File: config.mk
export PLATFORM = sky130hd
export DESIGN_NAME = rom_addr_sequencer_flat
export DESIGN_NICKNAME = d
export VERILOG_FILES = /design/src/rtl/rom_addr_sequencer_if.sv /design/src/rtl/rom_addr_sequencer.sv /design/src/flat_wrapper.sv
export SDC_FILE = /design/constraint.sdc
export NUM_CORES = 1
export LEC_CHECK = 0
export ABC_CLOCK_PERIOD_IN_PS = 3530
export CORE_MARGIN = 4
export CORE_UTILIZATION = 50
export CTS_CLUSTER_DIAMETER = 50
export CTS_CLUSTER_SIZE = 16
export DETAILED_ROUTE_END_ITERATION = 7
export GPL_TIMING_DRIVEN = 0
export PLACE_DENSITY = 0.7
export SLEW_MARGIN = 20
export SYNTH_ARGS = -nofsm -noshare
export SYNTH_HDL_FRONTEND = slang
export SYNTH_SLANG_ARGS = --single-unit
File: constraint.sdc
create_clock -name clk -period 3.53 [get_ports clk]
set_input_delay 0.706 -clock clk [delete_from_list [all_inputs] [get_ports clk]]
set_output_delay 0.706 -clock clk [all_outputs]
set_load 0.02 [all_outputs]
File: src/rtl/rom_addr_sequencer_if.sv
// Bundles the button inputs, ROM read port and display-side outputs of rom_addr_sequencer.
interface rom_addr_sequencer_if #(
  parameter int ADDR_W = 3,
  parameter int DATA_W = 16
);
  logic [2:0]        btn;
  logic [DATA_W-1:0] rom_data;
  logic [ADDR_W-1:0] rom_addr;
  logic [DATA_W-1:0] disp_data;
  logic              data_valid;
  logic              auto_mode;
  logic              busy;

  modport master (
    input  btn, rom_data,
    output rom_addr, disp_data, data_valid, auto_mode, busy
  );

  modport slave (
    output btn, rom_data,
    input  rom_addr, disp_data, data_valid, auto_mode, busy
  );
endinterface

File: src/rtl/rom_addr_sequencer.sv
// Debounced up/down/auto stepping of a ROM address, with the ROM word captured
// after the read latency into a hold register for the 7-segment driver.
module rom_addr_sequencer #(
  parameter int ADDR_W          = 3,
  parameter int DATA_W          = 16,
  parameter int DEBOUNCE_CYCLES = 1000000,
  parameter int SCAN_DIV        = 50000000,
  parameter int RD_LAT          = 1
) (
  input  logic              clk,
  input  logic              clr,
  rom_addr_sequencer_if.master bus
);
  localparam int DB_W  = (DEBOUNCE_CYCLES > 1) ? $clog2(DEBOUNCE_CYCLES) : 1;
  localparam int SC_W  = (SCAN_DIV > 1) ? $clog2(SCAN_DIV) : 1;
  localparam int LAT_W = (RD_LAT > 1) ? $clog2(RD_LAT) : 1;

  localparam logic [1:0] S_IDLE    = 2'd0;
  localparam logic [1:0] S_FETCH   = 2'd1;
  localparam logic [1:0] S_CAPTURE = 2'd2;

  logic [2:0]        sync1, sync2, deb, deb_q, press;
  logic [DB_W-1:0]   db_cnt [3];
  logic [SC_W-1:0]   scan_cnt;
  logic              scan_tick, req_up, req_dn;
  logic              pend_valid, pend_up, pend_auto;
  logic [1:0]        state;
  logic [LAT_W-1:0]  lat_cnt;
  logic [ADDR_W-1:0] addr;
  logic [DATA_W-1:0] disp;
  logic              dv, auto_q;

  always_ff @(posedge clk) begin
    if (clr) begin
      sync1 <= '0;
      sync2 <= '0;
      deb   <= '0;
      deb_q <= '0;
      for (int unsigned i = 0; i < 3; i++) db_cnt[i] <= '0;
    end else begin
      sync1 <= bus.btn;
      sync2 <= sync1;
      deb_q <= deb;
      for (int unsigned i = 0; i < 3; i++) begin
        if (sync2[i] == deb[i]) begin
          db_cnt[i] <= '0;
        end else if (db_cnt[i] == DB_W'(DEBOUNCE_CYCLES - 1)) begin
          deb[i]    <= ~deb[i];
          db_cnt[i] <= '0;
        end else begin
          db_cnt[i] <= db_cnt[i] + DB_W'(1);
        end
      end
    end
  end

  assign press = deb & ~deb_q;

  // No auto tick in the cycle the mode toggles, so leaving auto never races a fresh step.
  assign scan_tick = auto_q & ~press[2] & (scan_cnt == SC_W'(SCAN_DIV - 1));
  assign req_up    = auto_q ? scan_tick : (press[0] & ~press[1]);
  assign req_dn    = ~auto_q & press[1] & ~press[0];

  always_ff @(posedge clk) begin
    if (clr) begin
      auto_q   <= 1'b0;
      scan_cnt <= '0;
    end else if (press[2]) begin
      auto_q   <= ~auto_q;
      scan_cnt <= '0;
    end else if (auto_q) begin
      scan_cnt <= scan_tick ? '0 : scan_cnt + SC_W'(1);
    end else begin
      scan_cnt <= '0;
    end
  end

  always_ff @(posedge clk) begin
    if (clr) begin
      state      <= S_FETCH;
      lat_cnt    <= '0;
      addr       <= '0;
      disp       <= '0;
      dv         <= 1'b0;
      pend_valid <= 1'b0;
      pend_up    <= 1'b0;
      pend_auto  <= 1'b0;
    end else begin
      dv <= 1'b0;
      case (state)
        S_IDLE: begin
          lat_cnt <= '0;
          if (req_up || req_dn) begin
            addr       <= req_up ? addr + ADDR_W'(1) : addr - ADDR_W'(1);
            state      <= S_FETCH;
            pend_valid <= 1'b0;
          end else if (pend_valid) begin
            addr       <= pend_up ? addr + ADDR_W'(1) : addr - ADDR_W'(1);
            state      <= S_FETCH;
            pend_valid <= 1'b0;
          end
        end
        S_FETCH: begin
          if (lat_cnt == LAT_W'(RD_LAT - 1)) begin
            state   <= S_CAPTURE;
            lat_cnt <= '0;
          end else begin
            lat_cnt <= lat_cnt + LAT_W'(1);
          end
        end
        S_CAPTURE: begin
          disp  <= bus.rom_data;
          dv    <= 1'b1;
          state <= S_IDLE;
        end
        default: state <= S_IDLE;
      endcase

      // Requests arriving mid-fetch park in a single last-wins slot.
      if (state != S_IDLE && (req_up || req_dn)) begin
        pend_valid <= 1'b1;
        pend_up    <= req_up;
        pend_auto  <= auto_q;
      end else if (press[2] && auto_q && pend_auto) begin
        pend_valid <= 1'b0;
      end
    end
  end

  assign bus.rom_addr   = addr;
  assign bus.disp_data  = disp;
  assign bus.data_valid = dv;
  assign bus.auto_mode  = auto_q;
  assign bus.busy       = (state != S_IDLE);
endmodule
File: src/flat_wrapper.sv
// flat-port wrapper written by rule: the top's interface ports become plain ports
module rom_addr_sequencer_flat 
#(
  parameter int ADDR_W          = 3,
  parameter int DATA_W          = 16,
  parameter int DEBOUNCE_CYCLES = 1000000,
  parameter int SCAN_DIV        = 50000000,
  parameter int RD_LAT          = 1
)
  (clk, clr, bus_btn, bus_rom_data, bus_rom_addr, bus_disp_data, bus_data_valid, bus_auto_mode, bus_busy);
  rom_addr_sequencer_if #(.ADDR_W(ADDR_W), .DATA_W(DATA_W)) bus_i ();
  input  logic clk;
  input  logic clr;
  input wire logic [$bits(bus_i.btn)-1:0] bus_btn;
  input wire logic [$bits(bus_i.rom_data)-1:0] bus_rom_data;
  output wire logic [$bits(bus_i.rom_addr)-1:0] bus_rom_addr;
  output wire logic [$bits(bus_i.disp_data)-1:0] bus_disp_data;
  output wire logic [$bits(bus_i.data_valid)-1:0] bus_data_valid;
  output wire logic [$bits(bus_i.auto_mode)-1:0] bus_auto_mode;
  output wire logic [$bits(bus_i.busy)-1:0] bus_busy;
  assign bus_i.btn = bus_btn;
  assign bus_i.rom_data = bus_rom_data;
  assign bus_rom_addr = bus_i.rom_addr;
  assign bus_disp_data = bus_i.disp_data;
  assign bus_data_valid = bus_i.data_valid;
  assign bus_auto_mode = bus_i.auto_mode;
  assign bus_busy = bus_i.busy;
  rom_addr_sequencer #(.ADDR_W(ADDR_W), .DATA_W(DATA_W), .DEBOUNCE_CYCLES(DEBOUNCE_CYCLES), .SCAN_DIV(SCAN_DIV), .RD_LAT(RD_LAT)) u_core (.clk(clk), .clr(clr), .bus(bus_i));
endmodule
; ---- After elaboration in Yosys (flattened, before gate mapping)
; Memory sizes are Yosys's and may differ from the RTL's.
; Index checks and enable logic that the tools add are counted.
; W data, S select, Z words.
[word_totals]
ram_bits = 60
romBits = 0
in_bits = 21
latchBits = 0
regBits = 65
memories = 1
[op_classes]
n_reduce_logical = 15
shifts = 0
eq_ne = 11
n_mul = 0
div = 0
bitwise = 26
order_cmp = 0
mux = 59
addsub = 7
[memory_table]
columns = name, words, width, rd, rd_ports_with_merged_regs, wr, line
row1 = u_core.db_cnt, 3, 20, 3, 0, 3, rom_addr_sequencer.sv:23  ; logic [DB_W-1:0] db_cnt [3];
[ops]
columns = cell, n
row1 = $mux W20, 9
row2 = $add A20 B1 Y20 const B, 3
row3 = $eq A20 B20 Y1 const B, 3
row4 = $mux W1, 41
row5 = $add A26 B1 Y26 const B, 1
row6 = $eq A26 B26 Y1 const B, 1
row7 = $mux W3, 4
row8 = $not A1 Y1, 10
row9 = $reduce_and A2 Y1, 5
row10 = $or A1 B1 Y1, 9
row11 = $mux W2, 3
row12 = $reduce_bool A2 Y1, 3
row13 = $and A1 B1 Y1, 5
row14 = $pmux W2 S2, 1
row15 = $reduce_or A4 Y1, 1
row16 = $add A3 B1 Y3 const B, 1
row17 = $and A3 B3 Y3, 1
row18 = $eq A1 B1 Y1, 3
row19 = $logic_and A1 B1 Y1, 3
row20 = $ne A3 B1 Y1 const B, 1
row21 = $not A3 Y3, 1
row22 = $reduce_bool A3 Y1, 1
row23 = $sub A3 B1 Y3 const B, 1
row24 = $eq A2 B1 Y1 const B, 1
row25 = other kinds (6), 6

; ---- Longest topological paths before layout
; Gate-level depths: netlist of the first run.
[logic_depth]
depth_word = 9
mapped_depth = 9

; ---- Worst setup path before layout of the first run
; No wires, ideal clock.
[synth_path]
path_type = register to register
startpoint = memory u_core.db_cnt[1][0] (netlist name)
endpoint = memory u_core.db_cnt[1][5] (netlist name), data pin
path_stages_with_launch = 10
arrival_time_ns = 1.842
n_path_buf = 2
slack_ns = 1.548
cell_sequence = edfxtp_1 ha_1 and3_1 and3_1 buf_2 nand2_1 nor4_2 or3_1 buf_4 nor2b_1
[synth_rtl]
columns = element, line
row1 = start: declaration, rom_addr_sequencer.sv:23

; ---- Worst setup path in the final report of the first run
[layout_path]
startpoint = register u_core.state[1]
endpoint = output bus_busy
[layout_via]
elab_chain_len = 1
[layout_rtl]
columns = element, line
row1 = start: declaration, rom_addr_sequencer.sv:27  ; logic [1:0] state;
row2 = start signal: assignment, rom_addr_sequencer.sv:80  ; state <= S_FETCH;
row3 = start signal: assignment, rom_addr_sequencer.sv:95  ; state <= S_FETCH;
row4 = start signal: assignment, rom_addr_sequencer.sv:99  ; state <= S_FETCH;
row5 = $reduce_bool A2 Y1, rom_addr_sequencer.sv:134  ; assign bus.busy = (state != S_IDLE);
row6 = end: declaration, flat_wrapper.sv:20  ; output wire logic [$bits(bus_i.busy)-1:0] bus_busy;
; Every way passes these cells.

==> impl_metrics.py, run 1 <==
metrics = {
    "grt": {
        "grt_max_degree": 17,
        "antenna_found_initial": 0,
        "grt_use_total_pct": 17.7,
        "grt_overflow_total": 0,
        "first_global_vias": 4270,
        "grt_pass1_wl_microns": 18900,
    },
    "floorplanning": {
        "pin_count": 43,
        "die_w_microns": 116,
        "die_y_microns": 116,
        "placementRows": 39,
        "core_area_sq_um": 11500,
        "dieArea_sq_um": 13600,
        "start_util_pct": 51.2,
    },
    "setup_path": {
        "crit_chain": "nor2_1 -> inv_1 -> clkdlybuf4s50_1",
        "end_kind": "output port",
        "reg2reg_from": "u_core.db_cnt[1][0]$_SDFFCE_PN0P_",
        "rr_worst_depth": 9,
        "r2r_end": "u_core.db_cnt[1][4]$_SDFFCE_PN0P_",
        "crit_path_max_incr_delay_ns": 0.58,
        "slowest_stage": "clkdlybuf4s50_1",
        "path_buf_inv": 2,
        "crit_path_end": "bus_busy",
        "cp.depth": 3,
        "regToRegSetupSlack_ns": 1.27,
        "worstSetupPathType": "register to output port",
        "cp-start-kind": "register",
        "crit_start": "u_core.state[1]$_SDFFE_PP0P_",
        "cp.required_ns": 2.82,
        "cpLargestDelayFamily": "buffers and inverters",
        "cp_max_fo": 4,
        "cp.arrival_ns": 1.71,
    },
    "yosys": {
        "netlist_top_cells_count": "nor2_1, nand2_1, dfxtp_1",
        "synth_edf_count": 60,
        "seq_area_frac_synth_pct": 52.5,
        "synth_compound_area_share_pct": 4.53,
        "synth_top_family_by_area": "simple AND/OR/NAND/NOR gates",
        "synth_area_sq_um": 5880,
        "synthMostInstantiatedCell": "nor2_1",
        "yosys.area_share.adder_pct": 1.28,
        "postSynthAreaPerCell_sq_um": 9.75,
        "yosys.area.top_type": "edfxtp_1",
        "ys.flop_type": "dfxtp_1",
        "ys_ff_latch": 124,
        "synth_top_area_share_pct": 30.7,
        "synth-xor-area-share_pct": 11.8,
        "yosys-top-cells-area": "edfxtp_1, dfxtp_1, xor2_1",
        "synthMuxAreaShare_pct": 0.681,
        "ys_types": 47,
        "ys.warnings.count": 0,
        "synth-simple-area-share_pct": 26.6,
        "async_flop_share_pct": 0,
        "syn_inst": 603,
    },
    "placement": {
        "dp_cells": 847,
        "gp_congestion": 0.785,
        "post-dp-hpwl_microns": 8030,
        "pre_cts_slack_ns": 1.08,
        "io_buffers": 42,
    },
    "detailed_routing": {
        "drtIter0Drc": 207,
        "drtAntennaViolNets": 0,
        "wirelength_microns": 11200,
        "vias_per_cell": 4.98,
        "first_pass_iters": 5,
        "via_count": 4370,
        "drc": 0,
        "wl_per_cell_microns": 12.7,
    },
    "min_path": {
        "hold_depth": 1,
        "hp-class": "register to register",
    },
    "clocking": {
        "clock_sinks": 124,
        "cts_root_buf": "clkbuf_16",
        "clockBufferDepth": 2,
        "insertion_delay_ns": 0.41,
        "tritoncts": "built",
        "htreeDepth": 4,
        "post_cts_resized": 0,
        "cts_setup_buffers": 0,
        "clk_pin_slew_ns": 0.05,
        "numCtsBuffers": 17,
        "hold_buffers": 0,
    },
    "layout": {
        "final.fill_count": 964,
        "n_antenna_cell": 0,
        "drive_gt1_share_pct": 6.80,
        "area_growth_pct": 23.9,
        "utilization_pct": 63.5,
        "fin_cells": 878,
        "nets": 750,
    },
    "sta": {
        "fmaxAchievable_ghz": 0.414,
        "period_needed_ns": 2.42,
        "setup_viol": 0,
        "worst_slack_ns": 1.11,
        "skew_ns": 0.00586,
        "finalSetupTns_ns": 0,
        "timing.final.crit_share_pct": 68.5,
        "grt_setup_unrepaired": "no",
        "drv_slew": 0,
        "hold_ws_ns": 0.446,
        "worst_pin_slew_ns": 0.504,
        "hold_viol": 0,
        "max_slew_margin_pct": 66.1,
    },
    "power_and_ir_drop": {
        "ir_drop_mv": 0.363,
        "power_per_cell_area_nw_per_um2": 466,
        "leakage_nw": 2.57,
    },
    "status": {
        "status": "finished clean",
    },
    "run": {
        "maxCapViolCount": 0,
    },
}
==> placed cells by master, fill, tap and decap left out, types with 2 or more instances in the layout <==
| cell | n |
|---|---|
| clkdlybuf4s50_1 | 42 |
| ha_1 | 6 |
| nor3_1 | 5 |
| mux2i_1 | 4 |
| edfxtp_1 | 60 |
| nor4b_1 | 2 |
| xnor2_1 | 32 |
| nand4_1 | 14 |
| nor2b_1 | 13 |
| a21oi_1 | 27 |
| nor4_2 | 3 |
| dfxtp_1 | 64 |
| and2_1 | 2 |
| and3_1 | 15 |
| clkbuf_16 | 19 |
| and4_1 | 8 |
| nand2b_1 | 6 |
| buf_2 | 8 |
| nor2_1 | 106 |
| inv_1 | 12 |
| a211oi_1 | 3 |
| nor4_1 | 5 |
| o21a_1 | 2 |
| buf_1 | 2 |
| conb_1 | 60 |
| clkbuf_8 | 3 |
| nor3b_1 | 3 |
| clkinv_2 | 4 |
| clkinv_1 | 2 |
| nand3_1 | 32 |
| nand2_1 | 73 |
| or3_1 | 10 |
| buf_4 | 4 |
| clkbuf_1 | 10 |
| xor2_1 | 47 |
| o21ai_0 | 10 |
==> logic make-up after synthesis <==
| family | Yosys count |
|---|---|
| flip-flops | 124 |
| other | 1 |
| adder cells (fa/ha/maj) | 6 |
| AND/OR/NAND/NOR | 310 |
| buffers and inverters | 34 |
| XOR/XNOR | 79 |
| AO/OA/AOI/OAI | 45 |
| multiplexers | 4 |
==> stage by stage <==
stage | total power [mW] | instance area, sq um
after floorplan | 1.68 | 6100
after global placement | 1.74 | 6700
after detailed placement | 1.74 | 6700
after CTS | 3.42 | 7280
after global routing | 3.51 | 7280
final | 3.39 | 7280
==> report_power, final <==
group,switching (mW),internal (mW)
Combinational,0.0678,0.0635
Clock,0.583,1.09
Sequential,0.0358,1.55
Total,0.686,2.71
==> worst min path at each step <==
stage | from | to | slack [ns]
floorplan | u_core.sync1[0]$_SDFF_PP0_ | u_core.sync2[0]$_SDFF_PP0_ | 0.41
global placement | u_core.sync1[2]$_SDFF_PP0_ | u_core.sync2[2]$_SDFF_PP0_ | 0.43
detailed placement | u_core.sync1[2]$_SDFF_PP0_ | u_core.sync2[2]$_SDFF_PP0_ | 0.42
CTS | u_core.sync1[2]$_SDFF_PP0_ | u_core.sync2[2]$_SDFF_PP0_ | 0.45
global route | u_core.sync1[0]$_SDFF_PP0_ | u_core.sync2[0]$_SDFF_PP0_ | 0.45
finish | u_core.sync1[0]$_SDFF_PP0_ | u_core.sync2[0]$_SDFF_PP0_ | 0.45
==> cell type report <==
| class | count | area [sq um] | area share, % |
|---|---|---|---|
| inverter | 12 | 45.0 | 0.619 |
| buffer | 22 | 108 | 1.48 |
| multi-input combinational | 504 | 2860 | 39.3 |
| tap | 143 | 179 | 2.46 |
| timing repair buffer | 42 | 420 | 5.78 |
| sequential | 124 | 3080 | 42.4 |
| clock inverter | 7 | 57.6 | 0.791 |
| clock buffer | 24 | 524 | 7.20 |
==> worst reg2reg max path: cells and delay by family, from the launching register on <==
family | cells | cell delay [ns]
adder cells (fa/ha/maj) | 1 | 0.21
flip-flops | 1 | 0.39
AND/OR/NAND/NOR | 6 | 1.07
buffers and inverters | 2 | 0.32
==> sequential cells by signal (all words and copies together) (netlist names), 2 cells and up <==
name	cells
u_core.db_cnt	60
u_core.scan_cnt	26
u_core.bus.disp_data	16
u_core.bus.rom_addr	3
u_core.deb	3
u_core.deb_q	3
u_core.sync1	3
u_core.sync2	3
u_core.state	2
==> routing by layer <==
layer  global-route usage [%]  vias to the layer above  share of wire [%]
li1                         -                     2251                  -
met1                     20.8                     2064                 44
met2                     30.7                       37                 52
met3                     4.35                       18                2.4
met4                     8.04                        0                1.8
met5                        0                        -                  0
(Power assumes the default switching activity.)
==> run 2: changes to the inputs <==
ABC_CLOCK_PERIOD_IN_PS = 2300   (was 3530)
clock period = 2.3 ns   (was 3.53 ns; I/O delays follow)
==> impl_metrics.py, run 2 (synthesis gave the netlist of run 1 again) <==
metrics = {
    "status": {
        "status": "finished clean",
    },
    "grt": {
        "grt_pass1_wl_microns": 18900,
        "antenna_found_initial": 0,
        "grt_use_total_pct": 17.7,
        "grt_overflow_total": 0,
        "first_global_vias": 4273,
        "grt_max_degree": 17,
    },
    "power_and_ir_drop": {
        "power_per_cell_area_nw_per_um2": 711,
        "leakage_nw": 2.59,
        "ir_drop_mv": 0.556,
    },
    "layout": {
        "n_antenna_cell": 0,
        "nets": 750,
        "largest_reg_flops": 60,
        "area_growth_pct": 24.6,
        "layout_commonest_cell": "nor2_1",
        "drive_gt1_share_pct": 7.48,
        "final_cell_mix": "nor2_1, nand2_1, dfxtp_1, edfxtp_1, conb_1",
        "multi_input_area_sq_um": 2900,
        "utilization_pct": 63.9,
        "final.fill_count": 961,
        "regArea_sq_um": 3080,
        "top_register": "u_core.db_cnt",
    },
    "setup_path": {
        "cp-start-kind": "register",
        "worstSetupPathType": "register to register",
        "regToRegSetupSlack_ns": 0.13,
        "slowest_stage": "edfxtp_1",
        "end_kind": "register",
        "cp_max_fo": 10,
        "cpLargestDelayFamily": "simple AND/OR/NAND/NOR gates",
        "crit_chain": "ha_2 -> and3_1 -> and3_1 -> buf_2 -> nand2_1 -> nor4_4 -> or3_1 -> buf_4 -> nor2b_1",
        "rr_worst_depth": 9,
        "r2r_end": "u_core.db_cnt[1][5]$_SDFFCE_PN0P_",
        "cp.required_ns": 2.56,
        "reg2reg_from": "u_core.db_cnt[1][0]$_SDFFCE_PN0P_",
        "crit_path_max_incr_delay_ns": 0.43,
        "cp.arrival_ns": 2.43,
        "crit_top_cell": "and3_1",
        "path_buf_inv": 2,
    },
    "floorplanning": {
        "pin_count": 43,
        "start_util_pct": 51.2,
        "die_w_microns": 116,
        "die_y_microns": 116,
        "dieArea_sq_um": 13600,
        "core_area_sq_um": 11500,
        "placementRows": 39,
    },
    "min_path": {
        "hp-class": "register to register",
        "holdCritStartpoint": "u_core.sync1[0]$_SDFF_PP0_",
        "hold_depth": 1,
        "hold-path-endpoint": "u_core.sync2[0]$_SDFF_PP0_",
    },
    "sta": {
        "hold_ws_ns": 0.446,
        "period_needed_ns": 2.17,
        "skew_ns": 0.00605,
        "fmaxAchievable_ghz": 0.461,
        "grt_setup_unrepaired": "no",
        "worst_slack_ns": 0.128,
        "timing.final.crit_share_pct": 94.4,
        "finalSetupTns_ns": 0,
        "setup_viol": 0,
        "hold_viol": 0,
        "drv_slew": 0,
    },
    "placement": {
        "gp_congestion": 0.785,
        "post-dp-hpwl_microns": 8030,
        "io_buffers": 42,
        "pre_cts_slack_ns": -0.00653,
    },
    "clocking": {
        "numCtsBuffers": 17,
        "clockBufferDepth": 2,
        "clk_pin_slew_ns": 0.05,
        "cts_root_buf": "clkbuf_16",
        "clock_sinks": 124,
        "insertion_delay_ns": 0.41,
        "htreeDepth": 4,
        "cts_setup_buffers": 0,
        "hold_buffers": 0,
        "tritoncts": "built",
    },
    "detailed_routing": {
        "vias_per_cell": 4.99,
        "wl_per_cell_microns": 12.8,
        "drtAntennaViolNets": 0,
        "first_pass_iters": 6,
        "drc": 0,
        "wirelength_microns": 11200,
        "via_count": 4384,
        "drtIter0Drc": 208,
    },
    "run": {
        "maxCapViolCount": 0,
    },
}
-- run 2: final cells by class --
| type | count | share of cell area (%) |
|---|---|---|
| clock inverter | 7 | 0.786 |
| multi-input combinational | 504 | 39.6 |
| timing repair buffer | 42 | 5.74 |
| buffer | 22 | 1.50 |
| clock buffer | 24 | 7.16 |
| inverter | 12 | 0.615 |
| tap | 143 | 2.44 |
| sequential | 124 | 42.1 |
-- run 2: worst max path at each step --
stage,from,to,slack [ns],cells past startpoint
after floorplan,u_core.db_cnt[1][0]$_SDFFCE_PN0P_,u_core.db_cnt[1][5]$_SDFFCE_PN0P_,0.32,9
after global placement,u_core.db_cnt[0][0]$_SDFFCE_PN0P_,u_core.db_cnt[0][19]$_SDFFCE_PN0P_,0.05,7
after detailed placement,u_core.db_cnt[0][0]$_SDFFCE_PN0P_,u_core.db_cnt[0][15]$_SDFFCE_PN0P_,-0.007,7
after CTS,u_core.db_cnt[1][0]$_SDFFCE_PN0P_,u_core.db_cnt[1][0]$_SDFFCE_PN0P_,0.01,9
after global routing,u_core.db_cnt[1][0]$_SDFFCE_PN0P_,u_core.db_cnt[1][5]$_SDFFCE_PN0P_,0.003,9
final,u_core.db_cnt[1][0]$_SDFFCE_PN0P_,u_core.db_cnt[1][5]$_SDFFCE_PN0P_,0.13,9
-- run 2: through the flow --
step           power [mW]  area, sq um  std cells
2_1_floorplan        2.58         6100        662
3_3_place_gp         2.67         6700        847
3_5_place_dp         2.67         6700        847
4_1_cts              5.25         7290        878
5_1_grt              5.39         7320        878
6_report             5.20         7320        878
-- run 2: power by group --
group          switching, mW  leakage (nW)  internal (mW)
Sequential            0.0550          1.14           2.38
Clock                  0.889         0.291           1.68
Combinational          0.105          1.17         0.0979
-- run 2: timing repair --
item / in CTS / in global routing
setup endpoints to repair: 3 / 72
gates cloned: 0 / 0
hold endpoints to repair: 0 / 0
pin swaps: 0 / 1
gates resized for setup: 1 / 7
-- run 2: routing by layer --
layer / wire, microns / vias to the layer above / track usage, % / part of all wire [%]
li1: - / 2248 / - / -
met1: 4870 / 2070 / 20.8 / 43
met2: 5880 / 48 / 30.7 / 52
met5: 0 / - / 0 / 0
met4: 200 / 0 / 8.04 / 1.8
met3: 293 / 18 / 4.35 / 2.6
